## config.mk

```make
export PLATFORM = sky130hd
export DESIGN_NAME = uart_fifo_ctrl
export DESIGN_NICKNAME = d
export VERILOG_FILES = /design/src/rtl/uart_fifo_ctrl.sv
export SDC_FILE = /design/constraint.sdc
export NUM_CORES = 1
export LEC_CHECK = 0
export ABC_CLOCK_PERIOD_IN_PS = 1800
export CORE_MARGIN = 10
export CORE_UTILIZATION = 41
export CTS_BUF_LIST = sky130_fd_sc_hd__clkbuf_4
export CTS_CLUSTER_DIAMETER = 150
export DETAILED_ROUTE_END_ITERATION = 8
export PLACE_DENSITY = 0.91
export RECOVER_POWER = 25
export SLEW_MARGIN = 20
export SYNTH_ARGS = -nofsm -noshare
export SYNTH_HDL_FRONTEND = slang
export SYNTH_SLANG_ARGS = --single-unit
export TNS_END_PERCENT = 20
```

## constraint.sdc

```tcl
create_clock -name clk -period 1.8 [get_ports clk]
set_input_delay 0.27 -clock clk [delete_from_list [all_inputs] [get_ports clk]]
set_output_delay 0.27 -clock clk [all_outputs]
set_load 0.05 [all_outputs]
```

## src/rtl/uart_fifo_ctrl.sv

```systemverilog
// 16550 FIFO controller: FCR decode, RX trigger/timeout flags, TX FIFO-to-serializer sequencing.
// All outputs registered; TX reads wait on serializer busy and never overlap (one read in flight).
module uart_fifo_ctrl #(
  parameter int WIDTH   = 8,
  parameter int DEPTH   = 16,
  parameter int CHAR_TO = 4
) (
  input  logic                   clk,
  input  logic                   rst,
  input  logic                   fcr_we,
  input  logic [7:0]             fcr_wdata,
  output logic                   fifo_en,
  output logic [1:0]             trig_level,
  output logic                   rx_clr,
  output logic                   tx_clr,
  input  logic [$clog2(DEPTH):0] rx_count,
  input  logic                   rx_push,
  input  logic                   rx_pop,
  input  logic                   char_tick,
  output logic                   rx_trig,
  output logic                   rx_timeout,
  input  logic                   tx_empty,
  output logic                   tx_rd_en,
  input  logic                   tx_rd_valid,
  input  logic [WIDTH-1:0]       tx_rd_data,
  input  logic                   ser_busy,
  output logic                   ser_start,
  output logic [WIDTH-1:0]       ser_data
);

  localparam int CW = $clog2(DEPTH) + 1;
  localparam int TW = $clog2(CHAR_TO + 1);

  typedef enum logic [2:0] {
    S_IDLE,
    S_FETCH,
    S_WAIT,
    S_START,
    S_BUSY
  } tx_state_e;

  logic             fifo_en_q;
  logic [1:0]       trig_level_q;
  logic             rx_clr_q;
  logic             tx_clr_q;
  logic             rx_trig_q;
  logic             rx_timeout_q;
  logic [TW-1:0]    to_cnt_q;
  logic [TW-1:0]    to_cnt_d;
  logic             to_clr;
  logic [CW-1:0]    thr;
  tx_state_e        state_q;
  logic             tx_rd_en_q;
  logic             ser_start_q;
  logic [WIDTH-1:0] ser_data_q;
  logic             unused_fcr;

  assign unused_fcr = ^fcr_wdata[5:3];

  // Toggling the enable flushes both FIFOs, matching 16550 behaviour.
  always_ff @(posedge clk) begin
    if (rst) begin
      fifo_en_q    <= 1'b0;
      trig_level_q <= 2'b00;
      rx_clr_q     <= 1'b0;
      tx_clr_q     <= 1'b0;
    end else begin
      rx_clr_q <= fcr_we && (fcr_wdata[1] || (fcr_wdata[0] != fifo_en_q));
      tx_clr_q <= fcr_we && (fcr_wdata[2] || (fcr_wdata[0] != fifo_en_q));
      if (fcr_we) begin
        fifo_en_q    <= fcr_wdata[0];
        trig_level_q <= fcr_wdata[7:6];
      end
    end
  end

  always_comb begin
    thr = CW'(1);
    case (trig_level_q)
      2'b00:   thr = CW'(1);
      2'b01:   thr = CW'(4);
      2'b10:   thr = CW'(8);
      default: thr = CW'(14);
    endcase
  end

  always_comb begin
    to_clr   = rx_push || rx_pop || rx_clr_q || (rx_count == '0);
    to_cnt_d = to_cnt_q;
    if (to_clr) begin
      to_cnt_d = '0;
    end else if (char_tick && (to_cnt_q != TW'(CHAR_TO))) begin
      to_cnt_d = to_cnt_q + TW'(1);
    end
  end

  // Timeout flag follows the next count so a clearing event drops it on the very next edge.
  always_ff @(posedge clk) begin
    if (rst) begin
      to_cnt_q     <= '0;
      rx_trig_q    <= 1'b0;
      rx_timeout_q <= 1'b0;
    end else begin
      to_cnt_q     <= to_cnt_d;
      rx_trig_q    <= fifo_en_q && (rx_count >= thr);
      rx_timeout_q <= fifo_en_q && (rx_count != '0) && (to_cnt_d == TW'(CHAR_TO));
    end
  end

  always_ff @(posedge clk) begin
    if (rst) begin
      state_q     <= S_IDLE;
      tx_rd_en_q  <= 1'b0;
      ser_start_q <= 1'b0;
      ser_data_q  <= '0;
    end else begin
      tx_rd_en_q  <= 1'b0;
      ser_start_q <= 1'b0;
      if (tx_clr_q) begin
        state_q <= S_IDLE;
      end else begin
        case (state_q)
          S_IDLE: begin
            if (!tx_empty && !ser_busy) begin
              state_q    <= S_FETCH;
              tx_rd_en_q <= 1'b1;
            end
          end
          S_FETCH: state_q <= S_WAIT;
          S_WAIT: begin
            // Missing read data means the FIFO was flushed under us; abandon the fetch.
            if (tx_rd_valid) begin
              ser_data_q  <= tx_rd_data;
              ser_start_q <= 1'b1;
              state_q     <= S_START;
            end else begin
              state_q <= S_IDLE;
            end
          end
          S_START: state_q <= S_BUSY;
          S_BUSY: begin
            if (ser_busy) state_q <= S_IDLE;
          end
          default: state_q <= S_IDLE;
        endcase
      end
    end
  end

  assign fifo_en    = fifo_en_q;
  assign trig_level = trig_level_q;
  assign rx_clr     = rx_clr_q;
  assign tx_clr     = tx_clr_q;
  assign rx_trig    = rx_trig_q;
  assign rx_timeout = rx_timeout_q;
  assign tx_rd_en   = tx_rd_en_q;
  assign ser_start  = ser_start_q;
  assign ser_data   = ser_data_q;

endmodule

```

==> Yosys cells after proc, flatten, opt, wreduce, memory -nomap -nowiden <==
Index checks and enable logic that the tools add are counted.
{ "totals": {"ff_bits": 23, "input_bits": 30, "output_inout_bits": 17, "elab_cells": 59} }
{ "classes": {"n_addsub": 1, "n_lt_le_gt_ge": 1, "n_eq_ne": 11, "n_mux": 9, "bitwise": 3, "reduce_logical": 23} }
{ "ops": {"columns": ["op", "count"], "rows": [
  ["$pmux 3 s5", 1],
  ["$mux 3", 4],
  ["$pmux 4 s3", 1],
  ["$logic_and 1x1->1", 7],
  ["$eq 3x2->1 const B", 2],
  ["$eq 3x3->1 const B", 2],
  ["$reduce_or 3->1", 2],
  ["$ge 5x5->1", 1],
  ["$logic_not 5->1", 1],
  ["$logic_or 1x1->1", 5],
  ["$reduce_bool 5->1", 1],
  ["$ne 2x2->1 const B", 2],
  ["$add 3x1->3 const B", 1],
  ["$eq 3x1->1 const B", 1],
  ["$logic_not 3->1", 1],
  ["$ne 3x3->1 const B", 1],
  ["$not 1->1", 3],
  ["$reduce_and 3->1", 1],
  ["$eq 2x1->1 const B", 1],
  ["$eq 2x2->1 const B", 1],
  ["$logic_not 1->1", 2],
  ["$logic_not 2->1", 1],
  ["$mux 1", 2],
  ["$mux 2", 1],
  ["other kinds (3)", 3]
]} }

==> Logic depth before layout (Yosys ltp) <==
Gate-level depths: netlist of run 1.
{ "logic_depth": {"ltp_word": 6, "ltp_mapped": 6, "mapped_depth_nobuf": 6} }

==> Worst setup path after synthesis of run 1 <==
No wires, ideal clock.
{ "synth_path": {"kind": "register -> register", "from": "reg trig_level_q[1] (netlist: trig_level[1])", "to": "reg rx_trig_q (netlist: rx_trig)", "t_arrival_ns": 1.774, "t_required_ns": 1.666, "setup_slack_ns": -0.108, "path_stages_with_launch": 7, "period_less_slack_ns": 1.908, "path_cell_list": "dfxtp_1 > nor2_1 > ha_1 > nand2b_1 > a21o_1 > a2111oi_0 > nor4b_1"} }
{ "synth_between": {"elab_chain_len": 4} }
{ "synth_rtl": {"columns": ["element", "line_no", "text"], "rows": [
  ["start, declared", "43", "logic [1:0] trig_level_q;"],
  ["start signal, assigned", "72", "trig_level_q <= fcr_wdata[7:6];"],
  ["$eq 2x2->1, or another cell as far along", "79", "case (trig_level_q)"],
  ["$pmux 4 s3 *", "79", null],
  ["$ge 5x5->1 *", "105", "rx_trig_q <= fifo_en_q && (rx_count >= thr);"],
  ["$logic_and 1x1->1 *", "105", null],
  ["end signal, assigned", "105", null],
  ["end, declared", "46", "logic rx_trig_q;"]
]} }
Mark *: on every way between the ends. The rest lies on a longest branch, timed or not.
A chain may end at the register's enable or synchronous reset.

==> Worst setup path in the final report of run 1 <==
{ "layout_path": {"from": "in rx_count[0]", "to": "reg rx_trig_q (netlist: rx_trig)"} }
{ "layout_between": {"elab_chain_len": 2} }
{ "layout_rtl": {"columns": ["element", "line_no", "text"], "rows": [
  ["start, declared", "16", "input logic [$clog2(DEPTH):0] rx_count,"],
  ["$ge 5x5->1", "105", null],
  ["$logic_and 1x1->1", "105", null]
]} }
Every way passes these cells.

==> run_results.csv, run 1 <==
group,metric,value,unit
final_layout,finish.cell_count_without_fillers,174,
sta,hold_viol_final,0,
floorplan,start_util,43.5,%
critical_path,worst-setup-path-type,"in -> reg",
sta,totalNegativeSetupSlack,0,ns
final_layout,antennaDiodeCount,0,
clock_network,clock_tree.htree_level_count,1,
final_layout,layout.cells.most_common_list,"clkdlybuf4s50_1, dfxtp_1, nor2_1, mux2i_1, dlymetal6s2s_1",
floorplan,die-area,4740,µm²
floorplan,row_count,17,
critical_path,cp.required,2.00,ns
sta,finalHoldWorstSlack,0.507,ns
power,power.sequential.fraction,56.8,%
clock_network,clock-sinks,23,
logic_synthesis,post_synth.cell_area_avg,9.90,µm²
final_layout,finalNetCount,183,
logic_synthesis,ys_ff_latch,23,
power,internal_power,0.698,mW
logic_synthesis,postSynth.asyncResetShare,0,%
global_routing,grt_util_met2,20.2,%
sta,postLayoutSetupSlackWorst,0.0566,ns
detailed_routing,detail_route.wl_per_cell,14.3,µm
power,design_power_total,0.944,mW
sta,setup-violations-final,0,
sta,period_minus_slack,1.74,ns
global_routing,wire_length_of_the_first_global_routing_pass,4.11,mm
critical_path,worst_setup_path_end_kind,"flop",
power,comb_power_share,18.7,%
status,status,"finished, final reports clean",
placed_design,detailed_place.area,1430,µm²
clock_network,cts_tree,"done",
detailed_routing,ant_nets,0,
global_routing,globalRouteOverflowTotal,0,
clock_network,clk_latency,0.31,ns
critical_path,timing.rr.start,"trig_level[1]",
global_routing,busiest_layer,"met2",
global_routing,groute.usage.overall,11.3,%
hold_path,whs_endpoint,"ser_data[7]",
power,power.density_cell_area,637,nW/µm²
placed_design,placement.io_buffers,43,
critical_path,start_kind,"input pin",
clock_network,cts.path.max_buffers,2,
clock_network,clock_tree.root_cell,"clkbuf_4",
logic_synthesis,syn_area,980,µm²
logic_synthesis,synth_nets,135,
placed_design,dpl.cell_count,170,
hold_path,holdCritStartpoint,"ser_data[7]",
power,switching_share,26.0,%
final_layout,area.growth.synth_to_final,51.1,%
detailed_routing,drt_iter0_drc,27,
placed_design,pre_cts_setup_slack,-0.307,ns
critical_path,crit_path_start,"rx_count[0]",
power,p_leak,0.677,nW
logic_synthesis,yosys.cell_types.count,28,
clock_network,cts_setup_buffers,0,
sta,tightestPinTransition,0.525,ns
final_layout,total_non_filler_cell_area_in_the_finished_layout,1480,µm²
logic_synthesis,synthesis.yosys.warnings,0,
sta,fmax,574,MHz
logic_synthesis,synth-edff-count,0,
critical_path,r2r_slack,0.12,ns
sta,fin_crit_sh,96.9,%
detailed_routing,dr.pass1.iters,4,
global_routing,number_of_antenna_violations_at_the_first_check_in_global_routing,0,
detailed_routing,via_per_inst,4.93,
hold_path,whs_path_depth,2,
clock_network,cts_buffers,3,
final_layout,drive_gt1_share,11.0,%
floorplan,die_height,68.9,µm
clock_network,clk_transition_reported_paths,0.12,ns
floorplan,die-width,68.9,µm
global_routing,grt_pass1_vias,924,
logic_synthesis,synth_area_leaders,"dfxtp_1, mux2i_1, ha_1",
global_routing,grt.met1_usage,11.4,%
detailed_routing,routed_wirelength,2.48,mm
power,p_clk_share,24.4,%
logic_synthesis,syn_inst,99,
global_routing,global_route_met3_usage,4.03,%
floorplan,core,2250,µm²
logic_synthesis,synth_top_cell_by_area,"dfxtp_1",
run,number_of_maximum_capacitance_constraint_violations,0,
critical_path,capture_point_of_the_worst_reg_to_reg_path,"rx_trig",
critical_path,reg2regPathDepth,6,
sta,timing.clock.skew,0.00726,ns
power,power_switching,0.245,mW
final_layout,final_design_utilization,65.6,%
hold_path,worst_hold_check_path_type,"reg -> reg",
logic_synthesis,synth_largest_type_area_fraction,47.0,%
final_layout,layout_commonest_cell,"clkdlybuf4s50_1",
critical_path,highest_fanout_seen_on_the_critical_path,2,
critical_path,arrival,1.94,ns
sta,rsz_0062_raised_after_global_routing,"false",
placed_design,place.detailed.hpwl,2.12,mm
logic_synthesis,synth_sequential_area_ratio,47.0,%
sta,relSlewSlack,64.9,%
final_layout,filler_cell_count,197,
detailed_routing,detail_route.drc_violations,0,
placed_design,routabilityCongestion,0.829,
floorplan,boundaryPins,47,
sta,finalMaxSlewViolations,0,
logic_synthesis,ys.flop_type,"dfxtp_1",
power,peak_supply_drop,0.521,mV
detailed_routing,detailroute.via_count,857,
global_routing,maximum_number_of_pins_on_one_net_before_global_route_repair,16,
[timing repair]
| action | CTS | global route |
|---|---|---|
| hold buffers | 0 | 0 |
| setup endpoints to repair | 0 | 8 |
| gates resized for setup | 0 | 8 |
[final cells by class]
type	instances	area, µm²	share of cell area, %
repair buffers	45	453	30.6
flip-flops and latches	23	463	31.3
inverters	6	22.5	1.52
well taps	28	35.0	2.37
clock inverters	1	5.00	0.338
clock buffers	3	22.5	1.52
multi-input cells	68	479	32.4
[routing by layer]
metal / up-vias / wire length, µm
li1: 432 / -
met1: 393 / 994
met2: 28 / 1280
met3: 4 / 166
met4: 0 / 46
met5: - / 0
[how the worst max path moves through the flow]
stage | to | slack [ns] | cells after the start
CTS | ser_data[2] | 0.01 | 1
global route | rx_trig | 0.0006 | 7
floorplan | rx_trig | 0.08 | 6
detailed placement | rx_trig | -0.31 | 7
finish | rx_trig | 0.06 | 7
global placement | rx_trig | -0.17 | 7
[registers in the layout, summed over array words and instances (netlist names)]
name,count
rx_timeout,1
to_cnt_q,3
state_q,3
rx_trig,1
ser_data,8
ser_start,1
tx_clr,1
trig_level,2
rx_clr,1
fifo_en,1
tx_rd_en,1
[cells in the mapped netlist, types with 2 or more instances]
master	count
a21oi_1	2
a31oi_1	2
dfxtp_1	23
ha_1	6
inv_1	6
mux2i_1	11
nand2_1	2
nand2b_1	2
nor2_1	19
nor2b_1	3
nor3_1	3
nor4_1	3
or4_1	2
[critical path, cell delays in order]
cell             delay (ns)
clkdlybuf4s50_1        0.47
inv_1                  0.05
ha_1                   0.27
nand2b_1               0.14
a21o_1                 0.18
a2111oi_1              0.46
nor4b_1                0.10
[logic make-up after synthesis]
kind of cell    after synthesis  share of synthesized area, %
compound gates                9                          5.75
xor+xnor                      2                          1.79
fa+ha+maj                     6                          7.66
buf+inv                       8                          4.21
flops                        23                          47.0
mux                          12                          12.4
simple gates                 39                          21.2
[power by group through the flow]
stage                     sequential [mW]  combinational, mW  clock (mW)
after floorplan                     0.582             0.0519           0
after global placement              0.547              0.173           0
after detailed placement            0.548              0.178           0
after CTS                           0.537              0.179       0.241
after global routing                0.539              0.193       0.263
final                               0.536              0.177       0.230
Power figures use the tool's default switching activity.
==> inputs of run 2 (changes only) <==
--- a/config.mk
+++ b/config.mk
@@ -6,7 +6,6 @@
 export NUM_CORES = 1
 export LEC_CHECK = 0
 export ABC_CLOCK_PERIOD_IN_PS = 1800
-export CORE_MARGIN = 10
 export CORE_UTILIZATION = 41
 export CTS_BUF_LIST = sky130_fd_sc_hd__clkbuf_4
 export CTS_CLUSTER_DIAMETER = 150
==> run 2 against run 1 <==
Critical path depth shrank 6. Largest cell class unchanged. Sequential power is essentially flat. Via count grew 2.5%. Sequential share of layout area is essentially flat. Register-to-register slack gained 0.07 ns. Highest routed layer unchanged. Critical path type is now reg -> out. Clock power grew 3%.
==> run_results.csv, run 2 (same netlist as run 1, synthesis figures left out) <==
group,metric,value,unit
sta,period_minus_slack,1.75,ns
detailed_routing,detailroute.via_count,878,
critical_path,r2r_slack,0.19,ns
critical_path,crit_buf_inv,1,
final_layout,filler_cell_count,184,
sta,postLayoutSetupSlackWorst,0.0455,ns
status,status,"finished, final reports clean",
floorplan,boundaryPins,47,
placed_design,place.detailed.hpwl,1.74,mm
sta,fmax,570,MHz
floorplan,die-width,50.9,µm
global_routing,number_of_antenna_violations_at_the_first_check_in_global_routing,0,
clock_network,cts_tree,"done",
critical_path,arrival,1.48,ns
final_layout,area.growth.synth_to_final,51.0,%
detailed_routing,detail_route.drc_violations,0,
power,switching_share,26.6,%
sta,rsz_0062_raised_after_global_routing,"false",
sta,timing.clock.skew,0.00509,ns
floorplan,die-area,2590,µm²
critical_path,start_kind,"flop",
detailed_routing,dr.pass1.iters,4,
floorplan,core,2230,µm²
hold_path,worst_hold_check_path_type,"reg -> reg",
hold_path,whs_endpoint,"ser_data[1]",
final_layout,largest_register_ffs,8,
sta,relSlewSlack,55.2,%
final_layout,antennaDiodeCount,0,
global_routing,grt_pass1_vias,870,
clock_network,cts.path.max_buffers,2,
final_layout,drive_gt1_share,9.59,%
critical_path,timing.rr.start,"trig_level[1]",
clock_network,cts_setup_buffers,0,
power,power.sequential.fraction,56.3,%
detailed_routing,ant_nets,0,
critical_path,worst_path_largest_cell_delay,0.81,ns
power,power_switching,0.253,mW
floorplan,row_count,17,
power,p_clk_share,24.7,%
final_layout,layout_commonest_cell,"clkdlybuf4s50_1",
detailed_routing,routed_wirelength,2.27,mm
final_layout,finalNetCount,183,
sta,fin_crit_sh,97.5,%
clock_network,cts_buffers,3,
critical_path,sequence_of_cells_on_the_critical_path,"clkdlybuf4s50_1",
placed_design,pre_cts_setup_slack,-0.203,ns
critical_path,capture_point_of_the_worst_reg_to_reg_path,"rx_trig",
critical_path,cp_top_family,"buffers and inverters",
clock_network,clock_tree.root_cell,"clkbuf_4",
placed_design,dpl.cell_count,170,
hold_path,holdCritStartpoint,"ser_data[1]",
power,power.density_cell_area,644,nW/µm²
critical_path,worst-setup-path-type,"reg -> out",
clock_network,clk_transition_reported_paths,0.13,ns
clock_network,clock-sinks,23,
global_routing,groute.usage.overall,18.8,%
run,number_of_maximum_capacitance_constraint_violations,0,
placed_design,routabilityCongestion,0.772,
final_layout,finish.cell_count_without_fillers,174,
critical_path,worst_setup_path_end_kind,"output pin",
sta,finalMaxSlewViolations,0,
hold_path,whs_path_depth,2,
sta,setup-violations-final,0,
critical_path,highest_fanout_seen_on_the_critical_path,2,
final_layout,layout.cells.most_common_list,"clkdlybuf4s50_1, dfxtp_1, nor2_1, mux2i_1",
critical_path,timing.critical_path.depth,1,
power,p_leak,0.609,nW
power,peak_supply_drop,0.580,mV
power,internal_power,0.700,mW
placed_design,placement.io_buffers,43,
clock_network,clock_tree.htree_level_count,1,
detailed_routing,drt_iter0_drc,11,
floorplan,die_height,50.9,µm
critical_path,cp.required,1.53,ns
placed_design,detailed_place.area,1440,µm²
sta,hold_viol_final,0,
critical_path,cell_type_of_the_slowest_stage_on_the_worst_timing_path,"clkdlybuf4s50_1",
floorplan,start_util,43.9,%
global_routing,globalRouteOverflowTotal,0,
final_layout,total_non_filler_cell_area_in_the_finished_layout,1480,µm²
detailed_routing,via_per_inst,5.05,
clock_network,clk_latency,0.31,ns
critical_path,reg2regPathDepth,6,
global_routing,wire_length_of_the_first_global_routing_pass,3.62,mm
detailed_routing,detail_route.wl_per_cell,13.0,µm
global_routing,maximum_number_of_pins_on_one_net_before_global_route_repair,16,
power,comb_power_share,19.0,%
sta,tightestPinTransition,0.672,ns
==> run 2: cell count changes in the layout (fill, tap and decap cells not counted) <==
cell and change:
buf_4 -3, clkbuf_1 +1, clkdlybuf4s50_1 +5, dlymetal6s2s_1 -3, a2111oi_2 +1, a2111oi_1 -1
==> run 2: worst max-delay path by stage <==
stage                  start     endpoint  slack, ns
2_1_floorplan  trig_level[1]      rx_trig       0.08
5_1_grt          ser_data[6]  ser_data[6]     0.0009
3_5_place_dp     rx_count[0]      rx_trig      -0.20
6_report         ser_data[7]  ser_data[7]       0.05
4_1_cts          ser_data[3]  ser_data[3]      0.009
3_3_place_gp     rx_count[0]      rx_trig      -0.16
==> run 2: routing by layer <==
| layer | wire (µm) | up-vias | track usage, % |
|---|---|---|---|
| met5 | 0 | - | 0 |
| met4 | 42 | 0 | 6.48 |
| met3 | 75 | 4 | 5.36 |
| met2 | 1170 | 26 | 34.4 |
| met1 | 976 | 412 | 20.5 |
| li1 | - | 436 | - |
==> run 2: timing repair <==
action                     in CTS  in global routing
hold buffers                    0                  0
setup endpoints to repair       0                  5
gates resized for setup         0                  6
hold endpoints to repair        0                  0
==> run 2: per-stage QoR <==
stage | hold slack, ns | TNS, ns | util, % | power [mW]
6_report | 0.521 | 0 | 66.2 | 0.953
4_1_cts | 0.523 | 0 | 65.7 | 0.958
3_3_place_gp | 0.474 | -0.165 | 64.4 | 0.720
2_1_floorplan | 0.391 | 0 | - | 0.634
3_5_place_dp | 0.491 | -0.203 | 64.4 | 0.727
5_1_grt | 0.519 | 0 | 66.2 | 1.00
==> run 2: area by class of cell <==
cell class	instances	area, µm²	area share, %
multi-input cells	68	484	32.7
flip-flops and latches	23	463	31.3
repair buffers	45	447	30.2
well taps	28	35.0	2.37
clock buffers	3	22.5	1.52
inverters	6	22.5	1.52
clock inverters	1	5.00	0.338
==> run 2: power by group through the flow <==
stage | sequential, mW | clock, mW | combinational [mW]
final | 0.536 | 0.236 | 0.181
after global routing | 0.539 | 0.268 | 0.194
after CTS | 0.537 | 0.242 | 0.179
after detailed placement | 0.548 | 0 | 0.178
after global placement | 0.547 | 0 | 0.173
after floorplan | 0.582 | 0 | 0.0519
==> inputs of run 3 (changes only) <==
--- a/config.mk
+++ b/config.mk
@@ -5,12 +5,12 @@
 export SDC_FILE = /design/constraint.sdc
 export NUM_CORES = 1
 export LEC_CHECK = 0
-export ABC_CLOCK_PERIOD_IN_PS = 1800
-export CORE_UTILIZATION = 41
+export ABC_CLOCK_PERIOD_IN_PS = 1600
+export CORE_UTILIZATION = 37
 export CTS_BUF_LIST = sky130_fd_sc_hd__clkbuf_4
 export CTS_CLUSTER_DIAMETER = 150
 export DETAILED_ROUTE_END_ITERATION = 8
-export PLACE_DENSITY = 0.91
+export PLACE_DENSITY = 0.87
 export RECOVER_POWER = 25
 export SLEW_MARGIN = 20
 export SYNTH_ARGS = -nofsm -noshare
==> constraint.sdc (replaced) <==
create_clock -name clk -period 1.6 [get_ports clk]
set_input_delay 0.24 -clock clk [delete_from_list [all_inputs] [get_ports clk]]
set_output_delay 0.24 -clock clk [all_outputs]
set_load 0.05 [all_outputs]
==> run 3 against run 2 <==
Via count decreased by 0.91%. Non-clock buffer count increased by 3. Hold slack got worse by 0.0016 ns. Register-to-register slack got worse by 0.16 ns. Sequential share of layout area increased by 0.31 points. Sequential cell count unchanged. Critical path depth increased by 6. Sequential power increased by 12%. Cell area about the same. Largest cell class unchanged. Largest power group unchanged.
==> run_results.csv, run 3 (same netlist as run 1, synthesis figures left out) <==
group,metric,value,unit
floorplan,core,2500,µm²
critical_path,worst_setup_path_end_kind,"flop",
clock_network,cts.path.max_buffers,2,
final_layout,filler_cell_count,218,
detailed_routing,routed_wirelength,2.19,mm
critical_path,worst-setup-path-type,"in -> reg",
global_routing,number_of_antenna_violations_at_the_first_check_in_global_routing,0,
clock_network,clock-sinks,23,
clock_network,cts_tree,"done",
status,status,"finished, final reports clean",
global_routing,globalRouteOverflowTotal,0,
detailed_routing,detail_route.drc_violations,0,
final_layout,finalNetCount,186,
detailed_routing,drt_iter0_drc,8,
placed_design,placement.io_buffers,43,
sta,period_minus_slack,1.59,ns
clock_network,clock_tree.htree_level_count,1,
floorplan,die_height,53.5,µm
sta,finalMaxSlewViolations,0,
sta,postLayoutSetupSlackWorst,0.00789,ns
floorplan,boundaryPins,47,
global_routing,grt_pass1_vias,785,
final_layout,antennaDiodeCount,0,
power,power_switching,0.282,mW
final_layout,layout.cells.most_common_list,"clkdlybuf4s50_1, dfxtp_1, nor2_1, buf_4, mux2i_1",
final_layout,area.growth.synth_to_final,51.1,%
clock_network,cts_buffers,3,
detailed_routing,ant_nets,0,
hold_path,worst_hold_check_path_type,"in -> reg",
global_routing,maximum_number_of_pins_on_one_net_before_global_route_repair,13,
critical_path,start_kind,"input pin",
power,power.sequential.fraction,54.9,%
sta,fin_crit_sh,99.5,%
placed_design,routabilityCongestion,0.800,
global_routing,groute.usage.overall,17.3,%
final_layout,largest_register_ffs,8,
sta,hold_viol_final,0,
floorplan,row_count,18,
placed_design,detailed_place.area,1440,µm²
power,p_leak,0.581,nW
critical_path,arrival,1.79,ns
detailed_routing,dr.pass1.iters,4,
clock_network,clock_tree.root_cell,"clkbuf_4",
critical_path,highest_fanout_seen_on_the_critical_path,2,
placed_design,place.detailed.hpwl,1.77,mm
final_layout,final_design_utilization,59.2,%
sta,rsz_0062_raised_after_global_routing,"true",
final_layout,layout_commonest_cell,"clkdlybuf4s50_1",
critical_path,cp.required,1.80,ns
floorplan,die-area,2860,µm²
power,p_clk_share,25.3,%
final_layout,total_non_filler_cell_area_in_the_finished_layout,1480,µm²
detailed_routing,via_per_inst,4.86,
detailed_routing,detailroute.via_count,870,
sta,tightestPinTransition,0.605,ns
run,number_of_maximum_capacitance_constraint_violations,0,
clock_network,clk_transition_reported_paths,0.12,ns
sta,setup-violations-final,0,
power,internal_power,0.814,mW
global_routing,wire_length_of_the_first_global_routing_pass,3.45,mm
sta,relSlewSlack,59.8,%
floorplan,die-width,53.5,µm
power,peak_supply_drop,0.534,mV
final_layout,drive_gt1_share,20.1,%
sta,fmax,628,MHz
floorplan,start_util,39.2,%
clock_network,postCtsHoldBufs,0,
detailed_routing,detail_route.wl_per_cell,12.2,µm
power,power.density_cell_area,741,nW/µm²
clock_network,clk_latency,0.30,ns
power,comb_power_share,19.8,%
placed_design,pre_cts_setup_slack,-0.354,ns
power,switching_share,25.8,%
sta,timing.clock.skew,0.00551,ns
## run 3: cell types whose count changed in the layout (fill, tap and decap cells not counted), moves of 2 or more
cell | previous run | this run
clkbuf_1 | 1 | 4
dfxtp_4 | 0 | 2
dlymetal6s2s_1 | 4 | 0
buf_4 | 3 | 17
clkdlybuf4s50_1 | 35 | 24
dfxtp_2 | 2 | 0
## run 3: stage by stage
stage                     cells  TNS (ns)  total power, mW  hold WS, ns
after floorplan              99         0            0.716        0.361
after global placement      174    -0.358            0.818        0.481
after detailed placement    174    -0.579            0.826        0.485
after CTS                   179         0             1.11        0.504
after global routing        179   -0.0240             1.16        0.499
final                       179         0             1.10        0.520
## run 3: per-layer routing
metal | part of all wire [%] | wire, µm | track usage [%]
met1 | 39 | 857 | 17.4
met2 | 55 | 1200 | 32.9
met3 | 4.5 | 99 | 5.46
met4 | 1.2 | 27 | 5.26
met5 | 0 | 0 | 0
## run 3: worst paths after layout
check / slack (ns) / start / cells after the start / endpoint
min: 0.52 / fcr_wdata[1] / 3 / rx_clr
min reg2reg: 0.52 / ser_data[6] / 2 / ser_data[6]
max reg2reg: 0.03 / trig_level[0] / 6 / rx_trig
max: 0.008 / rx_count[0] / 7 / rx_trig
## run 3: timing repair
item                                    in CTS  in global routing
setup buffers                                1                  0
endpoints found under the setup margin       1                  2
resized for setup                            1                  2
## run 3: final cells by class
type	instances	area, µm²	area share, %
repair buffers	48	423	28.6
clock buffers	4	30.0	2.03
well taps	30	37.5	2.54
multi-input cells	68	499	33.7
flip-flops and latches	23	468	31.6
inverters	6	22.5	1.52
## run 3: critical path, cell delays in order
cell	delay (ns)
clkdlybuf4s50_1	0.47
inv_1	0.04
ha_1	0.29
nand2b_1	0.15
a21o_1	0.21
a2111oi_4	0.30
nor4b_1	0.09
## run 3: power groups by stage
| stage | registers [mW] | logic [mW] | clock network, mW |
|---|---|---|---|
| 2_1_floorplan | 0.653 | 0.0623 | 0 |
| 3_3_place_gp | 0.614 | 0.204 | 0 |
| 3_5_place_dp | 0.615 | 0.211 | 0 |
| 4_1_cts | 0.601 | 0.221 | 0.289 |
| 5_1_grt | 0.605 | 0.234 | 0.318 |
| 6_report | 0.602 | 0.217 | 0.277 |
